### src/rtl/rte_pkg.sv
// Shared definitions for reg_transfer_engine: opcodes, FSM states, legality check.
// RTE_MULDIV_EN enables MUL/DIV and the T_DIV state.
package rte_pkg;

    localparam int unsigned OP_W = 5;

    localparam logic [OP_W-1:0] OP_ADD  = 5'd0;
    localparam logic [OP_W-1:0] OP_SUB  = 5'd1;
    localparam logic [OP_W-1:0] OP_AND  = 5'd2;
    localparam logic [OP_W-1:0] OP_OR   = 5'd3;
    localparam logic [OP_W-1:0] OP_SHR  = 5'd4;
    localparam logic [OP_W-1:0] OP_SHRA = 5'd5;
    localparam logic [OP_W-1:0] OP_SHL  = 5'd6;
    localparam logic [OP_W-1:0] OP_ROR  = 5'd7;
    localparam logic [OP_W-1:0] OP_ROL  = 5'd8;
    localparam logic [OP_W-1:0] OP_NEG  = 5'd9;
    localparam logic [OP_W-1:0] OP_NOT  = 5'd10;
    localparam logic [OP_W-1:0] OP_MUL  = 5'd11;
    localparam logic [OP_W-1:0] OP_DIV  = 5'd12;
    localparam logic [OP_W-1:0] OP_MFHI = 5'd13;
    localparam logic [OP_W-1:0] OP_MFLO = 5'd14;

    // Every quotient bit is set on divide-by-zero.
    localparam logic DIV0_Q_FILL = 1'b1;

    typedef enum logic [2:0] {
        ST_IDLE = 3'd0,
        ST_TY   = 3'd1,
        ST_TZ   = 3'd2,
        ST_WB   = 3'd3
`ifdef RTE_MULDIV_EN
        , ST_TDIV = 3'd4
`endif
    } state_t;

    function automatic logic op_is_legal(input logic [OP_W-1:0] op);
`ifdef RTE_MULDIV_EN
        return op <= OP_MFLO;
`else
        return (op <= OP_MFLO) && (op != OP_MUL) && (op != OP_DIV);
`endif
    endfunction

endpackage

### src/rtl/rte_alu.sv
// Combinational ALU: (Y, bus, op) -> result; MUL present only with RTE_MULDIV_EN.
// RES_W is 2*DATA_W when the multiplier exists, DATA_W otherwise.
module rte_alu
    import rte_pkg::*;
#(
    parameter int unsigned DATA_W = 32,
    parameter int unsigned RES_W  = 2 * DATA_W
) (
    input  logic [DATA_W-1:0] i_y,
    input  logic [DATA_W-1:0] i_bus,
    input  logic [OP_W-1:0]   i_op,
    output logic [RES_W-1:0]  o_res
);

    localparam int unsigned SH_W = $clog2(DATA_W);
    localparam int unsigned DW2  = 2 * DATA_W;

    logic [SH_W-1:0]   w_amt;
    logic [DW2-1:0]    w_dbl;
    logic [DATA_W-1:0] w_lo;

    assign w_amt = i_bus[SH_W-1:0];
    assign w_dbl = {i_y, i_y};

`ifdef RTE_MULDIV_EN
    logic signed [RES_W-1:0] w_prod;
    assign w_prod = $signed(i_y) * $signed(i_bus);
`endif

    // Rotates take the matching half of the doubled operand after the shift.
    always_comb begin
        w_lo = '0;
        case (i_op)
            OP_ADD:  w_lo = i_y + i_bus;
            OP_SUB:  w_lo = i_y - i_bus;
            OP_AND:  w_lo = i_y & i_bus;
            OP_OR:   w_lo = i_y | i_bus;
            OP_SHR:  w_lo = i_y >> w_amt;
            OP_SHRA: w_lo = DATA_W'($signed(i_y) >>> w_amt);
            OP_SHL:  w_lo = i_y << w_amt;
            OP_ROR:  w_lo = DATA_W'(w_dbl >> w_amt);
            OP_ROL:  w_lo = DATA_W'((w_dbl << w_amt) >> DATA_W);
            OP_NEG:  w_lo = -i_y;
            OP_NOT:  w_lo = ~i_y;
            default: w_lo = '0;
        endcase
    end

    always_comb begin
        o_res = RES_W'(w_lo);
`ifdef RTE_MULDIV_EN
        if (i_op == OP_MUL) begin
            o_res = $unsigned(w_prod);
        end
`endif
    end

endmodule

### src/rtl/reg_transfer_engine.sv
// Single-bus register-transfer datapath with micro-sequencer (Y-load, Z-load, writeback).
// RTE_MULDIV_EN adds the signed multiplier and the iterative restoring divider.
module reg_transfer_engine
    import rte_pkg::*;
#(
    parameter  int unsigned DATA_W   = 32,
    parameter  int unsigned NUM_REGS = 16,
    localparam int unsigned RIDX_W   = $clog2(NUM_REGS)
) (
    input  logic              clk,
    input  logic              clr,
    input  logic              req_valid,
    output logic              req_ready,
    input  logic [OP_W-1:0]   req_op,
    input  logic [RIDX_W-1:0] req_ra,
    input  logic [RIDX_W-1:0] req_rb,
    input  logic [RIDX_W-1:0] req_rc,
    input  logic              ld_valid,
    input  logic [RIDX_W-1:0] ld_idx,
    input  logic [DATA_W-1:0] ld_data,
    input  logic [RIDX_W-1:0] rd_idx,
    output logic [DATA_W-1:0] rd_data,
    output logic              done,
    output logic              err,
    output logic [DATA_W-1:0] hi,
    output logic [DATA_W-1:0] lo
);

`ifdef RTE_MULDIV_EN
    localparam int unsigned Z_W = 2 * DATA_W;
`else
    localparam int unsigned Z_W = DATA_W;
`endif
    localparam int unsigned SH_W = $clog2(DATA_W);

    state_t            r_state, w_state_nxt;
    logic [DATA_W-1:0] r_regs [NUM_REGS];
    logic [OP_W-1:0]   r_op;
    logic [RIDX_W-1:0] r_ra, r_rb, r_rc;
    logic [DATA_W-1:0] r_y, r_hi, r_lo;
    logic [Z_W-1:0]    r_z;
    logic              r_done, r_err;

    logic [DATA_W-1:0] w_bus;
    logic [RIDX_W-1:0] w_bus_idx;
    logic [Z_W-1:0]    w_alu_res;
    logic              w_legal;
    logic              w_accept, w_ld_en, w_y_ld, w_z_ld, w_wb;
    logic              w_reg_we, w_hilo_we, w_wb_err;
    logic [DATA_W-1:0] w_reg_wdata, w_hi_nxt, w_lo_nxt;

`ifdef RTE_MULDIV_EN
    logic [DATA_W-1:0] r_div_q, r_div_r, r_div_d;
    logic [SH_W-1:0]   r_cnt;
    logic              r_divz;
    logic [DATA_W:0]   w_div_sh, w_div_diff;
    logic              w_div_step, w_div_last;

    assign w_div_sh   = {r_div_r, r_div_q[DATA_W-1]};
    assign w_div_diff = w_div_sh - {1'b0, r_div_d};
    assign w_div_last = (r_cnt == SH_W'(DATA_W - 1));
`endif

    assign w_legal   = op_is_legal(r_op);
    assign w_bus     = r_regs[w_bus_idx];
    assign rd_data   = r_regs[rd_idx];
    assign req_ready = (r_state == ST_IDLE);
    assign done      = r_done;
    assign err       = r_err;
    assign hi        = r_hi;
    assign lo        = r_lo;

    rte_alu #(
        .DATA_W (DATA_W),
        .RES_W  (Z_W)
    ) u_alu (
        .i_y   (r_y),
        .i_bus (w_bus),
        .i_op  (r_op),
        .o_res (w_alu_res)
    );

    always_ff @(posedge clk or negedge clr) begin
        if (!clr) begin
            r_state <= ST_IDLE;
        end else begin
            r_state <= w_state_nxt;
        end
    end

    always_comb begin
        w_state_nxt = r_state;
        case (r_state)
            ST_IDLE: if (req_valid) w_state_nxt = ST_TY;
            ST_TY:   w_state_nxt = ST_TZ;
            ST_TZ: begin
                w_state_nxt = ST_WB;
`ifdef RTE_MULDIV_EN
                if ((r_op == OP_DIV) && (w_bus != '0)) w_state_nxt = ST_TDIV;
`endif
            end
`ifdef RTE_MULDIV_EN
            ST_TDIV: if (w_div_last) w_state_nxt = ST_WB;
`endif
            ST_WB:   w_state_nxt = ST_IDLE;
            default: w_state_nxt = ST_IDLE;
        endcase
    end

    // Per-state bus source, register enables and writeback selection.
    always_comb begin
        w_accept    = 1'b0;
        w_ld_en     = 1'b0;
        w_y_ld      = 1'b0;
        w_z_ld      = 1'b0;
        w_wb        = 1'b0;
        w_bus_idx   = r_ra;
        w_reg_we    = 1'b0;
        w_reg_wdata = r_z[DATA_W-1:0];
        w_hilo_we   = 1'b0;
        w_hi_nxt    = r_hi;
        w_lo_nxt    = r_lo;
        w_wb_err    = 1'b0;
`ifdef RTE_MULDIV_EN
        w_div_step  = 1'b0;
`endif
        case (r_state)
            ST_IDLE: begin
                w_accept = req_valid;
                w_ld_en  = ld_valid;
            end
            ST_TY: w_y_ld = 1'b1;
            ST_TZ: begin
                w_bus_idx = r_rb;
                w_z_ld    = 1'b1;
            end
`ifdef RTE_MULDIV_EN
            ST_TDIV: w_div_step = 1'b1;
`endif
            ST_WB: begin
                w_wb = 1'b1;
                if (!w_legal) begin
                    w_wb_err = 1'b1;
                end else begin
                    case (r_op)
                        OP_MFHI: begin
                            w_reg_we    = 1'b1;
                            w_reg_wdata = r_hi;
                        end
                        OP_MFLO: begin
                            w_reg_we    = 1'b1;
                            w_reg_wdata = r_lo;
                        end
`ifdef RTE_MULDIV_EN
                        OP_MUL: begin
                            w_hilo_we = 1'b1;
                            w_hi_nxt  = r_z[Z_W-1:DATA_W];
                            w_lo_nxt  = r_z[DATA_W-1:0];
                        end
                        OP_DIV: begin
                            w_hilo_we = 1'b1;
                            if (r_divz) begin
                                w_hi_nxt = r_y;
                                w_lo_nxt = {DATA_W{DIV0_Q_FILL}};
                                w_wb_err = 1'b1;
                            end else begin
                                w_hi_nxt = r_div_r;
                                w_lo_nxt = r_div_q;
                            end
                        end
`endif
                        default: w_reg_we = 1'b1;
                    endcase
                end
            end
            default: ;
        endcase
    end

    always_ff @(posedge clk or negedge clr) begin
        if (!clr) begin
            for (int i = 0; i < NUM_REGS; i++) begin
                r_regs[i] <= '0;
            end
            r_op   <= '0;
            r_ra   <= '0;
            r_rb   <= '0;
            r_rc   <= '0;
            r_y    <= '0;
            r_z    <= '0;
            r_hi   <= '0;
            r_lo   <= '0;
            r_done <= 1'b0;
            r_err  <= 1'b0;
        end else begin
            if (w_ld_en) r_regs[ld_idx] <= ld_data;
            if (w_reg_we) r_regs[r_rc] <= w_reg_wdata;
            if (w_accept) begin
                r_op <= req_op;
                r_ra <= req_ra;
                r_rb <= req_rb;
                r_rc <= req_rc;
            end
            if (w_y_ld) r_y <= w_bus;
            if (w_z_ld) r_z <= w_alu_res;
            if (w_hilo_we) begin
                r_hi <= w_hi_nxt;
                r_lo <= w_lo_nxt;
            end
            r_done <= w_wb;
            r_err  <= w_wb_err;
        end
    end

`ifdef RTE_MULDIV_EN
    // Restoring divider: dividend is taken from Y, divisor from the bus in T_Z.
    always_ff @(posedge clk or negedge clr) begin
        if (!clr) begin
            r_div_q <= '0;
            r_div_r <= '0;
            r_div_d <= '0;
            r_cnt   <= '0;
            r_divz  <= 1'b0;
        end else if (w_z_ld) begin
            r_div_q <= r_y;
            r_div_r <= '0;
            r_div_d <= w_bus;
            r_cnt   <= '0;
            r_divz  <= (w_bus == '0);
        end else if (w_div_step) begin
            r_cnt <= r_cnt + 1'b1;
            if (!w_div_diff[DATA_W]) begin
                r_div_r <= w_div_diff[DATA_W-1:0];
                r_div_q <= {r_div_q[DATA_W-2:0], 1'b1};
            end else begin
                r_div_r <= w_div_sh[DATA_W-1:0];
                r_div_q <= {r_div_q[DATA_W-2:0], 1'b0};
            end
        end
    end
`endif

endmodule

### config.mk
export PLATFORM = sky130hd
export DESIGN_NAME = reg_transfer_engine
export DESIGN_NICKNAME = d
export VERILOG_FILES = /design/src/rtl/rte_pkg.sv /design/src/rtl/rte_alu.sv /design/src/rtl/reg_transfer_engine.sv
export SDC_FILE = /design/constraint.sdc
export NUM_CORES = 2
export LEC_CHECK = 0
export BUFFER_PORTS_ARGS = -buffer_cell sky130_fd_sc_hd__buf_2
export CORE_MARGIN = 8
export CORE_UTILIZATION = 35
export CTS_BUF_LIST = sky130_fd_sc_hd__clkbuf_8 sky130_fd_sc_hd__clkbuf_16
export DETAILED_ROUTE_END_ITERATION = 8
export REMOVE_ABC_BUFFERS = 1
export SYNTH_ARGS = -nofsm -noshare
export SYNTH_HDL_FRONTEND = slang
export SYNTH_SLANG_ARGS = --single-unit
### constraint.sdc
create_clock -name clk -period 6.65 [get_ports clk]
set_input_delay 1.6625 -clock clk [delete_from_list [all_inputs] [get_ports clk]]
set_output_delay 1.6625 -clock clk [all_outputs]
set_load 0.03 [all_outputs]
==> results.py <==
metrics = {
    "route": {
        "wl_per_cell_um": 30.4,
        "routed_wl_mm": 206,
        "viasPerCell": 6.34,
        "drt_iter0_drc": 5898,
        "final_antenna_net_count": 0,
        "num_vias": 42900,
        "drc": 0,
        "first_pass_iters": 8,
    },
    "synth": {
        "synth.top_cell.area_share_pct": 32.6,
        "synth_edf_count": 0,
        "synth_cells": 5053,
        "synthArstFlopShare_pct": 100,
        "ys_types": 84,
        "avgSynthCellArea_um2": 9.07,
        "yosysWarnings": 0,
        "synth_top_area_cell": "dfrtp_1",
        "syn_area_um2": 45800,
        "ys_ff_latch": 597,
        "synth_area_leaders": "dfrtp_1 33%, mux2i_1 16%, mux4_2 11%",
        "synthFlopType": "dfrtp_1",
        "yosysSeqAreaShare_pct": 32.6,
    },
    "placement": {
        "placed_area_um2": 48600,
        "hpwl_mm": 136,
        "numPortBuffers": 95,
        "gp_congestion": 1.06,
    },
    "global_route": {
        "grt_overflow": 0,
        "grt_pass1_vias": 40700,
        "grt_util_all_layers_pct": 27.7,
        "grt_pass1_wl_mm": 295,
        "antenna_found_initial": 26,
        "grt_max_degree": 145,
    },
    "die": {
        "floorplan.io_pins": 160,
        "die_x_um": 378,
        "num_rows": 132,
        "start_util_pct": 35.3,
        "die_h_um": 378,
        "die_area_um2": 143000,
        "core_area_um2": 130000,
    },
    "layout": {
        "drive_above_1_share_pct": 17.4,
        "fillers": 12800,
        "area_growth_pct": 12.2,
        "multi_input_area_um2": 29000,
        "regArea_um2": 14900,
        "finalNetCount": 5069,
        "fin_area_um2": 51400,
    },
    "min_path": {
        "holdPathEnd": "r_y[31]",
        "hold_path_depth": 1,
        "hp-start": "r_y[31]",
        "worstHoldPathType": "flop to flop",
    },
    "worst_setup_path": {
        "cp.required_ns": 7.18,
        "path_class": "flop to flop",
        "cpPeakStageDelay_ns": 0.43,
        "cp.arrival_ns": 7.04,
        "endpoint_kind": "flop",
        "rr_startpoint": "r_state[0]",
        "crit_path_start_kind": "flop",
        "r2r_cells": 29,
        "rrSetupSlack_ns": 0.14,
        "r2r_end": "r_z[31]",
        "path_max_fanout": 10,
        "worst_path_max_delay_cell": "mux2_8",
    },
    "clock_network": {
        "htreeDepth": 3,
        "clk_latency_ns": 0.66,
        "cts_tree": "yes",
        "clock_tree.root_cell": "clkbuf_16",
        "clock_sinks": 597,
        "cts_max_path_buffers": 3,
        "numCtsBuffers": 70,
        "path_clk_slew_ns": 0.06,
    },
    "sta": {
        "worst_hold_slack_ns": 0.517,
        "hold_viol": 0,
        "post-route-period-util_pct": 97.9,
        "slew_headroom_pct": 21.5,
        "worst_pin_slew_ns": 1.18,
        "fin_skew_ns": 0.0297,
        "period_minus_slack_ns": 6.51,
        "max_freq_mhz": 154,
        "drv_slew": 0,
        "setup_viol": 0,
    },
    "job": {
        "max_cap_violations": 0,
    },
    "outcome": {
        "run_status": "finished, final reports clean",
    },
}
-- registers in the layout (all words and copies together), names as in the netlist, 2 cells and up --
signal / cells
r_op: 5
r_ra: 4
r_rb: 4
r_rc: 4
r_regs: 512
r_state: 2
r_y: 32
r_z: 32
-- worst max-delay path, delay by kind of cell (launching register included) --
family                   cells  cell delay [ns]
AO/OA/AOI/OAI                9             2.13
XOR/XNOR                     1             0.19
adder cells (fa/ha/maj)      2             0.44
buffers and inverters        5             0.76
flip-flops                   1             0.38
multiplexers                 3             1.08
AND/OR/NAND/NOR              9             1.37
-- how the worst max path moves through the flow --
stage	from	to	slack (ns)	cells after the start
2_1_floorplan	r_state[0]	r_z[31]	-8.93	23
3_3_place_gp	r_state[0]	r_z[31]	-0.15	29
3_5_place_dp	r_state[0]	r_z[31]	-0.17	29
4_1_cts	r_state[0]	r_z[31]	0.01	27
5_1_grt	r_state[0]	r_z[31]	-0.02	26
6_report	r_state[0]	r_z[31]	0.14	29
-- per-stage QoR --
step | worst slack [ns] | util, % | setup TNS, ns | instances
after CTS | 0.0112 | 39.4 | 0 | 6746
after global routing | -0.0165 | 39.6 | -0.0165 | 6768
after global placement | -0.148 | 37.5 | -0.198 | 6620
after detailed placement | -0.174 | 37.5 | -0.261 | 6620
final | 0.139 | 39.6 | 0 | 6774
after floorplan | -8.93 | - | -322.57 | 4538
-- kinds of logic (layout without fill, tap and decap cells) --
family	Yosys count	count (layout)	share of synthesized area, %
AOI/OAI and AO/OA	1176	1176	15.5
xor gates and xnor gates	55	55	1.05
adders and majority gates	42	42	1.16
buffers and inverters	602	505	5.86
DFF	597	597	32.6
muxes	1055	1056	29.5
other	1	76	0.00819
and+or+nand+nor	1525	1525	14.3
-- synth_stat cells (20+ instances only) --
cell type and number:
mux2i_1 749, nand2_1 745, dfrtp_1 597, o21ai_0 426, clkbuf_1 415, nor2_1 366, a21oi_1 341, mux4_2 227
nand3_1 172, mux2_2 77, buf_4 67, nor3_1 55, buf_1 50, ha_1 41, and2_1 38, a31oi_1 35
a221oi_1 33, o22ai_1 33, a211oi_1 31, buf_2 31, o221ai_1 31, o2111ai_1 28, xnor2_1 28, o211ai_1 27
xor2_1 27, inv_1 23, a21o_1 22, a22oi_1 22, or3_1 22, nand4_1 20
-- metal layers --
metal	wire, um	share of wire (%)	up-vias	global-route usage (%)
met5	35	0.017	-	0
met4	14900	7.2	6	17.6
met3	22300	11	736	6.65
met2	89400	43	2875	41.5
met1	79500	39	21100	35.8
li1	-	-	18200	-
-- what timing repair did --
action / 4_1_cts / 5_1_grt
pin swaps: 1 / 10
gates cloned: 0 / 2
gates resized for setup: 6 / 40
setup endpoints to repair: 3 / 9
hold buffers: 0 / 0
setup buffers: 0 / 14
-- cells in the final DEF, fill, tap and decap left out, types with 31 or more instances in the layout --
master     synthesis  layout
a211oi_1          31      31
a31oi_1           35      34
buf_2             31      91
a21oi_1          341     339
o21ai_0          426     423
conb_1             1      64
clkbuf_16          0      73
nand3_1          172     165
nor3_1            55      52
mux2i_1          749     734
a221oi_1          33      33
and2_1            38      38
o22ai_1           33      33
mux2_2            77      73
o221ai_1          31      31
nor2_1           366     346
buf_4             67     234
mux4_2           227     227
inv_1             23      35
dfrtp_1          597     597
ha_1              41      39
nand2_1          745     742
-- area by class of cell --
cell class                 instances  share of cell area [%]
timing repair buffer             355                    5.41
clock inverter                    34                   0.645
sequential                       597                    29.1
antenna                           12                  0.0584
multi-input combinational       3918                    56.4
clock buffer                      92                    4.04
tap                             1742                    4.24
inverter                          24                   0.178
Power is left out: the tool's default activity adds up to more than one toggle a clock period on the data nets, which glitch-free logic cannot reach.
